File: src/rtl/ysyx_22041207_ex_mem_buf_if.sv
// EX -> MEM buffer bus: issue handshake, ALU result/busy, and the MEM-side FIFO head.
// slave is the buffer itself; master is the surrounding pipeline (EX issue logic + MEM stage).
interface ysyx_22041207_ex_mem_buf_if #(
    parameter int XLEN = 64
);
    logic            ex_valid;
    logic            ex_ready;
    logic [4:0]      ex_rd;
    logic            ex_wen;
    logic [3:0]      ex_memop;
    logic [XLEN-1:0] ex_store_data;
    logic [XLEN-1:0] ex_pc;
    logic [XLEN-1:0] alu_res;
    logic            alu_wait;
    logic            out_valid;
    logic            out_ready;
    logic [XLEN-1:0] out_res;
    logic [4:0]      out_rd;
    logic            out_wen;
    logic [3:0]      out_memop;
    logic [XLEN-1:0] out_store_data;
    logic [XLEN-1:0] out_pc;

    modport master (
        output ex_valid, ex_rd, ex_wen, ex_memop, ex_store_data, ex_pc,
        output alu_res, alu_wait, out_ready,
        input  ex_ready, out_valid, out_res, out_rd, out_wen, out_memop,
        input  out_store_data, out_pc
    );

    modport slave (
        input  ex_valid, ex_rd, ex_wen, ex_memop, ex_store_data, ex_pc,
        input  alu_res, alu_wait, out_ready,
        output ex_ready, out_valid, out_res, out_rd, out_wen, out_memop,
        output out_store_data, out_pc
    );
endinterface

File: src/rtl/ysyx_22041207_ex_mem_buf.sv
// Pairs issued EX metadata with the ALU's later result and queues complete entries for MEM.
// A one-entry tag holds the in-flight instruction; a DEPTH-entry FIFO feeds the MEM stage.
module ysyx_22041207_ex_mem_buf #(
    parameter int DEPTH = 2,
    parameter int XLEN  = 64
) (
    input  logic                          clk,
    input  logic                          rst,
    input  logic                          flush,
    ysyx_22041207_ex_mem_buf_if.slave     bus,
    output logic [31:0]                   stall_cnt
);
    localparam int PTR_W = $clog2(DEPTH);
    localparam int CNT_W = PTR_W + 1;

    logic            tag_valid_reg;
    logic            tag_done_reg;
    logic [4:0]      tag_rd_reg;
    logic            tag_wen_reg;
    logic [3:0]      tag_memop_reg;
    logic [XLEN-1:0] tag_store_reg;
    logic [XLEN-1:0] tag_pc_reg;
    logic [XLEN-1:0] tag_res_reg;

    logic [PTR_W-1:0] wr_ptr_reg;
    logic [PTR_W-1:0] rd_ptr_reg;
    logic [CNT_W-1:0] count_reg;
    logic [31:0]      stall_cnt_reg;

    logic [XLEN-1:0] mem_res   [DEPTH];
    logic [4:0]      mem_rd    [DEPTH];
    logic            mem_wen   [DEPTH];
    logic [3:0]      mem_memop [DEPTH];
    logic [XLEN-1:0] mem_store [DEPTH];
    logic [XLEN-1:0] mem_pc    [DEPTH];

    logic            pop;
    logic            space;
    logic            complete;
    logic            push;
    logic            issue;
    logic [XLEN-1:0] push_res;

    assign pop      = (count_reg != '0) && bus.out_ready;
    assign space    = (count_reg < CNT_W'(DEPTH)) || pop;
    assign complete = tag_valid_reg && !tag_done_reg && !bus.alu_wait;
    assign push     = !flush && tag_valid_reg && (tag_done_reg || complete) && space;
    // A latched result must win: alu_res may already belong to a later op.
    assign push_res = tag_done_reg ? tag_res_reg : bus.alu_res;
    assign issue    = bus.ex_valid && bus.ex_ready;

    assign bus.ex_ready = !flush && (!tag_valid_reg || push);

    always_ff @(posedge clk) begin
        if (rst) begin
            tag_valid_reg <= 1'b0;
            tag_done_reg  <= 1'b0;
            tag_rd_reg    <= '0;
            tag_wen_reg   <= 1'b0;
            tag_memop_reg <= '0;
            tag_store_reg <= '0;
            tag_pc_reg    <= '0;
            tag_res_reg   <= '0;
        end else if (flush) begin
            tag_valid_reg <= 1'b0;
            tag_done_reg  <= 1'b0;
        end else if (issue) begin
            tag_valid_reg <= 1'b1;
            tag_done_reg  <= 1'b0;
            tag_rd_reg    <= bus.ex_rd;
            tag_wen_reg   <= bus.ex_wen;
            tag_memop_reg <= bus.ex_memop;
            tag_store_reg <= bus.ex_store_data;
            tag_pc_reg    <= bus.ex_pc;
        end else if (push) begin
            tag_valid_reg <= 1'b0;
            tag_done_reg  <= 1'b0;
        end else if (complete) begin
            // FIFO full: keep the sampled result, a held multi-cycle op would restart.
            tag_res_reg  <= bus.alu_res;
            tag_done_reg <= 1'b1;
        end
    end

    genvar gi;
    generate
        for (gi = 0; gi < DEPTH; gi++) begin : g_entry
            always_ff @(posedge clk) begin
                if (rst) begin
                    mem_res[gi]   <= '0;
                    mem_rd[gi]    <= '0;
                    mem_wen[gi]   <= 1'b0;
                    mem_memop[gi] <= '0;
                    mem_store[gi] <= '0;
                    mem_pc[gi]    <= '0;
                end else if (push && (wr_ptr_reg == PTR_W'(gi))) begin
                    mem_res[gi]   <= push_res;
                    mem_rd[gi]    <= tag_rd_reg;
                    mem_wen[gi]   <= tag_wen_reg;
                    mem_memop[gi] <= tag_memop_reg;
                    mem_store[gi] <= tag_store_reg;
                    mem_pc[gi]    <= tag_pc_reg;
                end
            end
        end
    endgenerate

    always_ff @(posedge clk) begin
        if (rst) begin
            wr_ptr_reg <= '0;
            rd_ptr_reg <= '0;
            count_reg  <= '0;
        end else begin
            if (push) wr_ptr_reg <= wr_ptr_reg + PTR_W'(1);
            if (pop)  rd_ptr_reg <= rd_ptr_reg + PTR_W'(1);
            case ({push, pop})
                2'b10:   count_reg <= count_reg + CNT_W'(1);
                2'b01:   count_reg <= count_reg - CNT_W'(1);
                default: count_reg <= count_reg;
            endcase
        end
    end

    always_ff @(posedge clk) begin
        if (rst) begin
            stall_cnt_reg <= '0;
        end else if (bus.ex_valid && !bus.ex_ready && (stall_cnt_reg != 32'hFFFF_FFFF)) begin
            stall_cnt_reg <= stall_cnt_reg + 32'd1;
        end
    end

    assign stall_cnt          = stall_cnt_reg;
    assign bus.out_valid      = (count_reg != '0);
    assign bus.out_res        = mem_res[rd_ptr_reg];
    assign bus.out_rd         = mem_rd[rd_ptr_reg];
    assign bus.out_wen        = mem_wen[rd_ptr_reg];
    assign bus.out_memop      = mem_memop[rd_ptr_reg];
    assign bus.out_store_data = mem_store[rd_ptr_reg];
    assign bus.out_pc         = mem_pc[rd_ptr_reg];
endmodule

File: src/flat_wrapper.sv
// flat-port wrapper written by rule: the top's interface ports become plain ports
module ysyx_22041207_ex_mem_buf_flat 
#(
    parameter int DEPTH = 2,
    parameter int XLEN  = 64
)
  (clk, rst, flush, stall_cnt, bus_ex_valid, bus_ex_rd, bus_ex_wen, bus_ex_memop, bus_ex_store_data, bus_ex_pc, bus_alu_res, bus_alu_wait, bus_out_ready, bus_ex_ready, bus_out_valid, bus_out_res, bus_out_rd, bus_out_wen, bus_out_memop, bus_out_store_data, bus_out_pc);
  ysyx_22041207_ex_mem_buf_if #(.XLEN(XLEN)) bus_i ();
  input  logic clk;
  input  logic rst;
  input  logic flush;
  output logic [31:0] stall_cnt;
  input wire logic [$bits(bus_i.ex_valid)-1:0] bus_ex_valid;
  input wire logic [$bits(bus_i.ex_rd)-1:0] bus_ex_rd;
  input wire logic [$bits(bus_i.ex_wen)-1:0] bus_ex_wen;
  input wire logic [$bits(bus_i.ex_memop)-1:0] bus_ex_memop;
  input wire logic [$bits(bus_i.ex_store_data)-1:0] bus_ex_store_data;
  input wire logic [$bits(bus_i.ex_pc)-1:0] bus_ex_pc;
  input wire logic [$bits(bus_i.alu_res)-1:0] bus_alu_res;
  input wire logic [$bits(bus_i.alu_wait)-1:0] bus_alu_wait;
  input wire logic [$bits(bus_i.out_ready)-1:0] bus_out_ready;
  output wire logic [$bits(bus_i.ex_ready)-1:0] bus_ex_ready;
  output wire logic [$bits(bus_i.out_valid)-1:0] bus_out_valid;
  output wire logic [$bits(bus_i.out_res)-1:0] bus_out_res;
  output wire logic [$bits(bus_i.out_rd)-1:0] bus_out_rd;
  output wire logic [$bits(bus_i.out_wen)-1:0] bus_out_wen;
  output wire logic [$bits(bus_i.out_memop)-1:0] bus_out_memop;
  output wire logic [$bits(bus_i.out_store_data)-1:0] bus_out_store_data;
  output wire logic [$bits(bus_i.out_pc)-1:0] bus_out_pc;
  assign bus_i.ex_valid = bus_ex_valid;
  assign bus_i.ex_rd = bus_ex_rd;
  assign bus_i.ex_wen = bus_ex_wen;
  assign bus_i.ex_memop = bus_ex_memop;
  assign bus_i.ex_store_data = bus_ex_store_data;
  assign bus_i.ex_pc = bus_ex_pc;
  assign bus_i.alu_res = bus_alu_res;
  assign bus_i.alu_wait = bus_alu_wait;
  assign bus_i.out_ready = bus_out_ready;
  assign bus_ex_ready = bus_i.ex_ready;
  assign bus_out_valid = bus_i.out_valid;
  assign bus_out_res = bus_i.out_res;
  assign bus_out_rd = bus_i.out_rd;
  assign bus_out_wen = bus_i.out_wen;
  assign bus_out_memop = bus_i.out_memop;
  assign bus_out_store_data = bus_i.out_store_data;
  assign bus_out_pc = bus_i.out_pc;
  ysyx_22041207_ex_mem_buf #(.DEPTH(DEPTH), .XLEN(XLEN)) u_core (.clk(clk), .rst(rst), .flush(flush), .bus(bus_i), .stall_cnt(stall_cnt));
endmodule
File: config.mk
export PLATFORM = sky130hd
export DESIGN_NAME = ysyx_22041207_ex_mem_buf_flat
export DESIGN_NICKNAME = d
export VERILOG_FILES = /design/src/rtl/ysyx_22041207_ex_mem_buf_if.sv /design/src/rtl/ysyx_22041207_ex_mem_buf.sv /design/src/flat_wrapper.sv
export SDC_FILE = /design/constraint.sdc
export NUM_CORES = 1
export LEC_CHECK = 0
export CAP_MARGIN = 25
export CORE_MARGIN = 8
export CORE_UTILIZATION = 52
export DETAILED_ROUTE_END_ITERATION = 6
export GPL_TIMING_DRIVEN = 0
export PLACE_DENSITY = 0.78
export SYNTH_ARGS = -nofsm -noshare
export SYNTH_HDL_FRONTEND = slang
export SYNTH_SLANG_ARGS = --single-unit
export TNS_END_PERCENT = 50
File: constraint.sdc
create_clock -name clk -period 38.7 [get_ports clk]
set_input_delay 9.675 -clock clk [delete_from_list [all_inputs] [get_ports clk]]
set_output_delay 9.675 -clock clk [all_outputs]
set_load 0.05 [all_outputs]
==> metrics.yaml, run 1 <==
outcome: "finished clean"
clock_power_share: 0.411
worst_pin_slew_ns: 1.06
max_stage_delay_ns: 0.81
fin_tns_setup_ns: 0
cp.required_ns: 29.02
gr-usage-all-layers: 0.243
period_share: 0.548
ys_warn_count: 0
startpoint: "bus_alu_wait"
crit_buf_inv: 2
setup_viol: 0
cts_max_path_buffers: 3
syn_inst: 2281
clock_skew_ns: 0.0283
yosys.area.top_type: "edfxtp_1"
dieHeight_um: 242
antenna_found_initial: 19
cts_sinks: 645
dpl.hpwl_um: 52600
io_pins: 444
drtIter0Drc: 1365
ir_worst_vdd_mv: 0.0342
routed_wirelength_um: 73800
synth_nets: 2491
nets: 3019
clockRootBuffer: "clkbuf_16"
initial_core_util: 0.522
cts_resized: 0
gp_congestion: 0.858
port_buffers: 441
grt_pass1_vias: 19500
cts_tree: "built"
p_sw_mw: 0.378
synth_top_cell_area_share: 0.456
holdCritPathClass: "reg -> reg"
final_layout_size_suffix_gt1_frac: 0.127
post_drt_wl_per_cell_um: 20.8
critPathKind: "in -> out"
vias: 19300
hold_violations: 0
postCtsHoldBufs: 0
grt_pass1_wl_um: 112000
yosysUniqueCellTypes: 51
cts_setup_buffers: 0
synth_area_leaders: "edfxtp_1, dfxtp_1, mux2_2"
p_int_mw: 1.21
yosys_most_used_dff: "edfxtp_1"
die_x_um: 242
clkTransAtPathRegs_ns: 0.06
drv_cap: 0
cp_top_family: "buffers and inverters"
first_pass_iters: 5
syn_to_final_growth_pct: 29.9
clk_latency_ns: 0.59
ys_ff_latch: 645
p_comb_frac: 0.111
n_fill_cell: 3748
hp-start: "u_core.tag_res_reg[54]"
post-route-util: 0.678
min_period_ns: 21.21
crit_top_cell: "clkdlybuf4s50_1"
max_slew_margin: 0.295
die_area_um2: 58600
synth_area_um2: 26600
cellPowerDensity_nw_per_um2: 46.0
cp-end-kind: "primary output"
drt_drc_violations_left: 0
slew_violations: 0
rows: 83
cp-start-kind: "input port"
max_freq_mhz: 47.2
rsz0062_at_grt: "false"
syn_area_per_cell_um2: 11.7
synth_edf_count: 404
swShare: 0.238
r2r_start: "u_core.tag_done_reg"
synthArstFlopShare: 0
cts_buffers: 66
h-tree-depth: 3
vias_per_cell: 5.43
seq_area_frac_synth: 0.637
arrival_ns: 11.53
cpMaxStageDelayCell: "clkdlybuf4s50_1"
fp.coreArea_um2: 51000
grt_overflow: 0
crit_chain: "clkdlybuf4s50_1 > nor2b_1 > o21a_1 > nor2_1 > clkdlybuf4s50_1"
reg_top3: "u_core.mem_pc (128), u_core.mem_res (128), u_core.mem_store (128)"
grt_max_degree: 32
crit_fanout: 5
p_leak_nw: 12.3
drtAntennaViolNets: 0
seq_power_share: 0.478
[worst min-delay path, stage by stage (launching register included)]
cell	delay [ns]
dfxtp_1	0.31
nand2_1	0.05
a21oi_1	0.05
[placed cells by master (no fill, tap or decap), drive strengths merged, types with 7 or more instances in the layout]
cell type      count
o31ai             18
nor3               7
dfxtp            241
clkbuf           223
nor2b              8
o21ai             10
edfxtp           404
buf               49
nor4               8
a21oi            229
nor2             144
and2             280
or3               10
nand3             16
mux2             208
diode             14
clkdlybuf4s50    441
nand4              9
or4               19
and3               7
mux2i             64
clkinv            14
nand2            416
[path summary, 6_finish.rpt]
check        slack [ns]  cells after the start                     end
max reg2reg       35.83                      8     u_core.mem_pc[1][8]
min                0.45                      2  u_core.tag_res_reg[54]
max               17.49                      5            bus_ex_ready
min reg2reg        0.45                      2  u_core.tag_res_reg[54]
[stage by stage]
step	hold WS, ns	worst slack, ns	instance area [um2]	power (mW)	std cells
after floorplan	0.436	18.20	26600	0.881	2281
after global placement	0.441	11.84	31900	0.957	3402
after detailed placement	0.446	17.53	32300	0.952	3420
after CTS	0.454	17.51	34500	1.60	3540
after global routing	0.475	17.43	34500	1.63	3552
final	0.453	17.49	34600	1.59	3555
[cell type report]
type / count / area (um2) / area share
antenna: 14 / 35.0 / 0.00101
buffer: 154 / 683 / 0.0198
clock buffer: 99 / 1970 / 0.0570
clock inverter: 21 / 267 / 0.00771
inverter: 5 / 18.8 / 0.000543
multi-input combinational: 1477 / 8960 / 0.259
sequential: 645 / 17000 / 0.491
tap: 680 / 851 / 0.0246
timing repair buffer: 460 / 4810 / 0.139
[metal layers]
layer / part of all wire / up-vias / track usage
li1: - / 8966 / -
met1: 0.38 / 9374 / 0.287
met2: 0.49 / 732 / 0.411
met3: 0.075 / 202 / 0.0592
met4: 0.048 / 16 / 0.126
met5: 0.0014 / - / 0
[power by group through the flow]
stage	combinational, mW	clock (mW)	sequential, mW
after floorplan	0.101	0	0.780
after global placement	0.170	0	0.787
after detailed placement	0.177	0	0.775
after CTS	0.178	0.663	0.760
after global routing	0.185	0.686	0.763
final	0.177	0.653	0.761
[Yosys cell counts, types with 7 or more instances]
cell type,n
a21oi_1,229
and2_1,280
and3_1,7
buf_2,14
buf_6,8
clkbuf_1,120
dfxtp_1,241
edfxtp_1,404
mux2_2,203
mux2i_1,64
nand2_1,416
nand3_1,16
nand4_1,8
nor2_1,143
nor2b_1,8
o21ai_0,8
o31ai_1,18
or3_1,10
or4_1,18
[cell families (layout without fill, tap and decap cells)]
logic type | after synthesis | count (layout) | share of synthesized area
flip-flops | 645 | 645 | 0.637
other | 0 | 14 | 0
adder cells (fa/ha/maj) | 2 | 2 | 0.000941
AO/OA/AOI/OAI | 267 | 267 | 0.0531
AND/OR/NAND/NOR | 932 | 932 | 0.169
XOR/XNOR | 4 | 4 | 0.00132
buffers and inverters | 159 | 739 | 0.0264
multiplexers | 272 | 272 | 0.112
Note: power is estimated with default switching activity, not from simulation.
==> run 2: changes to the inputs <==
- CORE_UTILIZATION: 52 -> 48
- PLACE_DENSITY: 0.78 -> 0.76
- clock period: 38.7 -> 17.9 ns (I/O delays scaled with it)
==> metrics.yaml, run 2 (synthesized netlist as in run 1, its figures left out) <==
min_period_ns: 10.92
r2r_start: "u_core.tag_done_reg"
clk_latency_ns: 0.60
gp_congestion: 0.867
min_path_cells: 2
gr-usage-all-layers: 0.230
first_pass_iters: 5
grt_overflow: 0
syn_to_final_growth_pct: 30.1
cp.required_ns: 13.43
grt_max_degree: 33
hold_violations: 0
dpl.cell_count: 3487
dp_slack_ns: 6.99
grt_pass1_vias: 19600
finalWorstSetupSlack_ns: 6.98
antenna_found_initial: 10
postCtsHoldBufs: 0
cp-start-kind: "input port"
cts_max_path_buffers: 3
cellPowerDensity_nw_per_um2: 99.9
total_power_mw: 3.46
vias: 19200
outcome: "finished clean"
reg2reg_slack_ns: 15.16
rows: 86
clockRootBuffer: "clkbuf_16"
setup_viol: 0
final_common_cell: "clkdlybuf4s50_1"
arrival_ns: 6.44
cts_setup_buffers: 0
period_share: 0.610
ir_worst_vdd_mv: 0.0651
max_freq_mhz: 91.6
cts_sinks: 645
die_area_um2: 63200
reg_top3: "u_core.mem_pc (128), u_core.mem_res (128), u_core.mem_store (128)"
initial_core_util: 0.484
fin_area_um2: 34600
min_to: "u_core.tag_res_reg[49]"
die_x_um: 251
fp.coreArea_um2: 55000
drtIter0Drc: 1161
port_buffers: 441
routed_wirelength_um: 75000
final_cells: 3621
dieHeight_um: 251
io_pins: 444
rsz0062_at_grt: "false"
slew_violations: 0
vias_per_cell: 5.30
cts_buffers: 69
max_slew_margin: 0.352
reg2regPathDepth: 7
grt_pass1_wl_um: 112000
critPathKind: "in -> out"
nets: 3020
placed_area_um2: 32300
drt_drc_violations_left: 0
cts_tree: "built"
drv_cap: 0
p_leak_nw: 12.3
drtAntennaViolNets: 0
dpl.hpwl_um: 54300
layout_common_cells: "clkdlybuf4s50_1, nand2_1, edfxtp_1"
clkTransAtPathRegs_ns: 0.06
h-tree-depth: 3
holdCritPathClass: "reg -> reg"
post_drt_wl_per_cell_um: 20.7
final_layout_size_suffix_gt1_frac: 0.129
cp-end-kind: "primary output"
r2r-end: "u_core.mem_pc[1][58]"
post-route-util: 0.629
hp-start: "u_core.tag_res_reg[49]"
n_fill_cell: 4214
clock_skew_ns: 0.0212
crit_fanout: 5
worst_pin_slew_ns: 0.972
cts_resized: 0
## run 2: cell types whose count changed in the layout (fill, tap and decap cells not counted), sizes merged
cell,previous run,this run
inv,5,7
clkbuf,223,214
diode,14,7
buf,49,47
bufinv,6,5
clkinvlp,1,5
clkinv,14,25
## run 2: critical path, stage by stage
cell	delay [ns]
clkdlybuf4s50_1	0.46
nor2b_1	0.18
o21a_1	0.30
nor2_1	0.13
clkdlybuf4s50_1	0.89
## run 2: worst max path at each step
| stage | slack (ns) | to | start | cells after the start |
|---|---|---|---|---|
| after global placement | -3.81 | u_core.mem_pc[1][11] | bus_alu_wait | 5 |
| after floorplan | 2.60 | u_core.mem_memop[0][0] | flush | 6 |
| final | 6.98 | bus_ex_ready | bus_alu_wait | 5 |
| after CTS | 6.99 | bus_ex_ready | bus_alu_wait | 5 |
| after global routing | 6.90 | bus_ex_ready | bus_alu_wait | 5 |
| after detailed placement | 6.99 | bus_ex_ready | bus_alu_wait | 5 |
## run 2: report_power, final
part / internal [mW] / switching, mW
combinational: 0.145 / 0.237
sequential: 1.63 / 0.0186
clock: 0.841 / 0.591
total: 2.61 / 0.847
## run 2: routing by layer
metal | wire (um) | track usage
met5 | 41 | 0
met4 | 3900 | 0.128
met3 | 5040 | 0.0475
met2 | 37000 | 0.391
met1 | 29100 | 0.271
## run 2: through the flow
stage                     hold slack (ns)  setup TNS [ns]
after floorplan                     0.436               0
after global placement              0.441        -1527.67
after detailed placement            0.448               0
after CTS                           0.456               0
after global routing                0.473               0
final                               0.457               0
## run 2: cell type report
| cell class | count | area, um2 | area share |
|---|---|---|---|
| Sequential cell | 645 | 17000 | 0.490 |
| Multi-Input combinational cell | 1477 | 8960 | 0.259 |
| Timing Repair Buffer | 458 | 4740 | 0.137 |
| Clock buffer | 90 | 1930 | 0.0558 |
| Tap cell | 748 | 936 | 0.0270 |
| Buffer | 154 | 683 | 0.0197 |
| Clock inverter | 37 | 359 | 0.0104 |
| Inverter | 5 | 18.8 | 0.000542 |
| Antenna cell | 7 | 17.5 | 0.000506 |
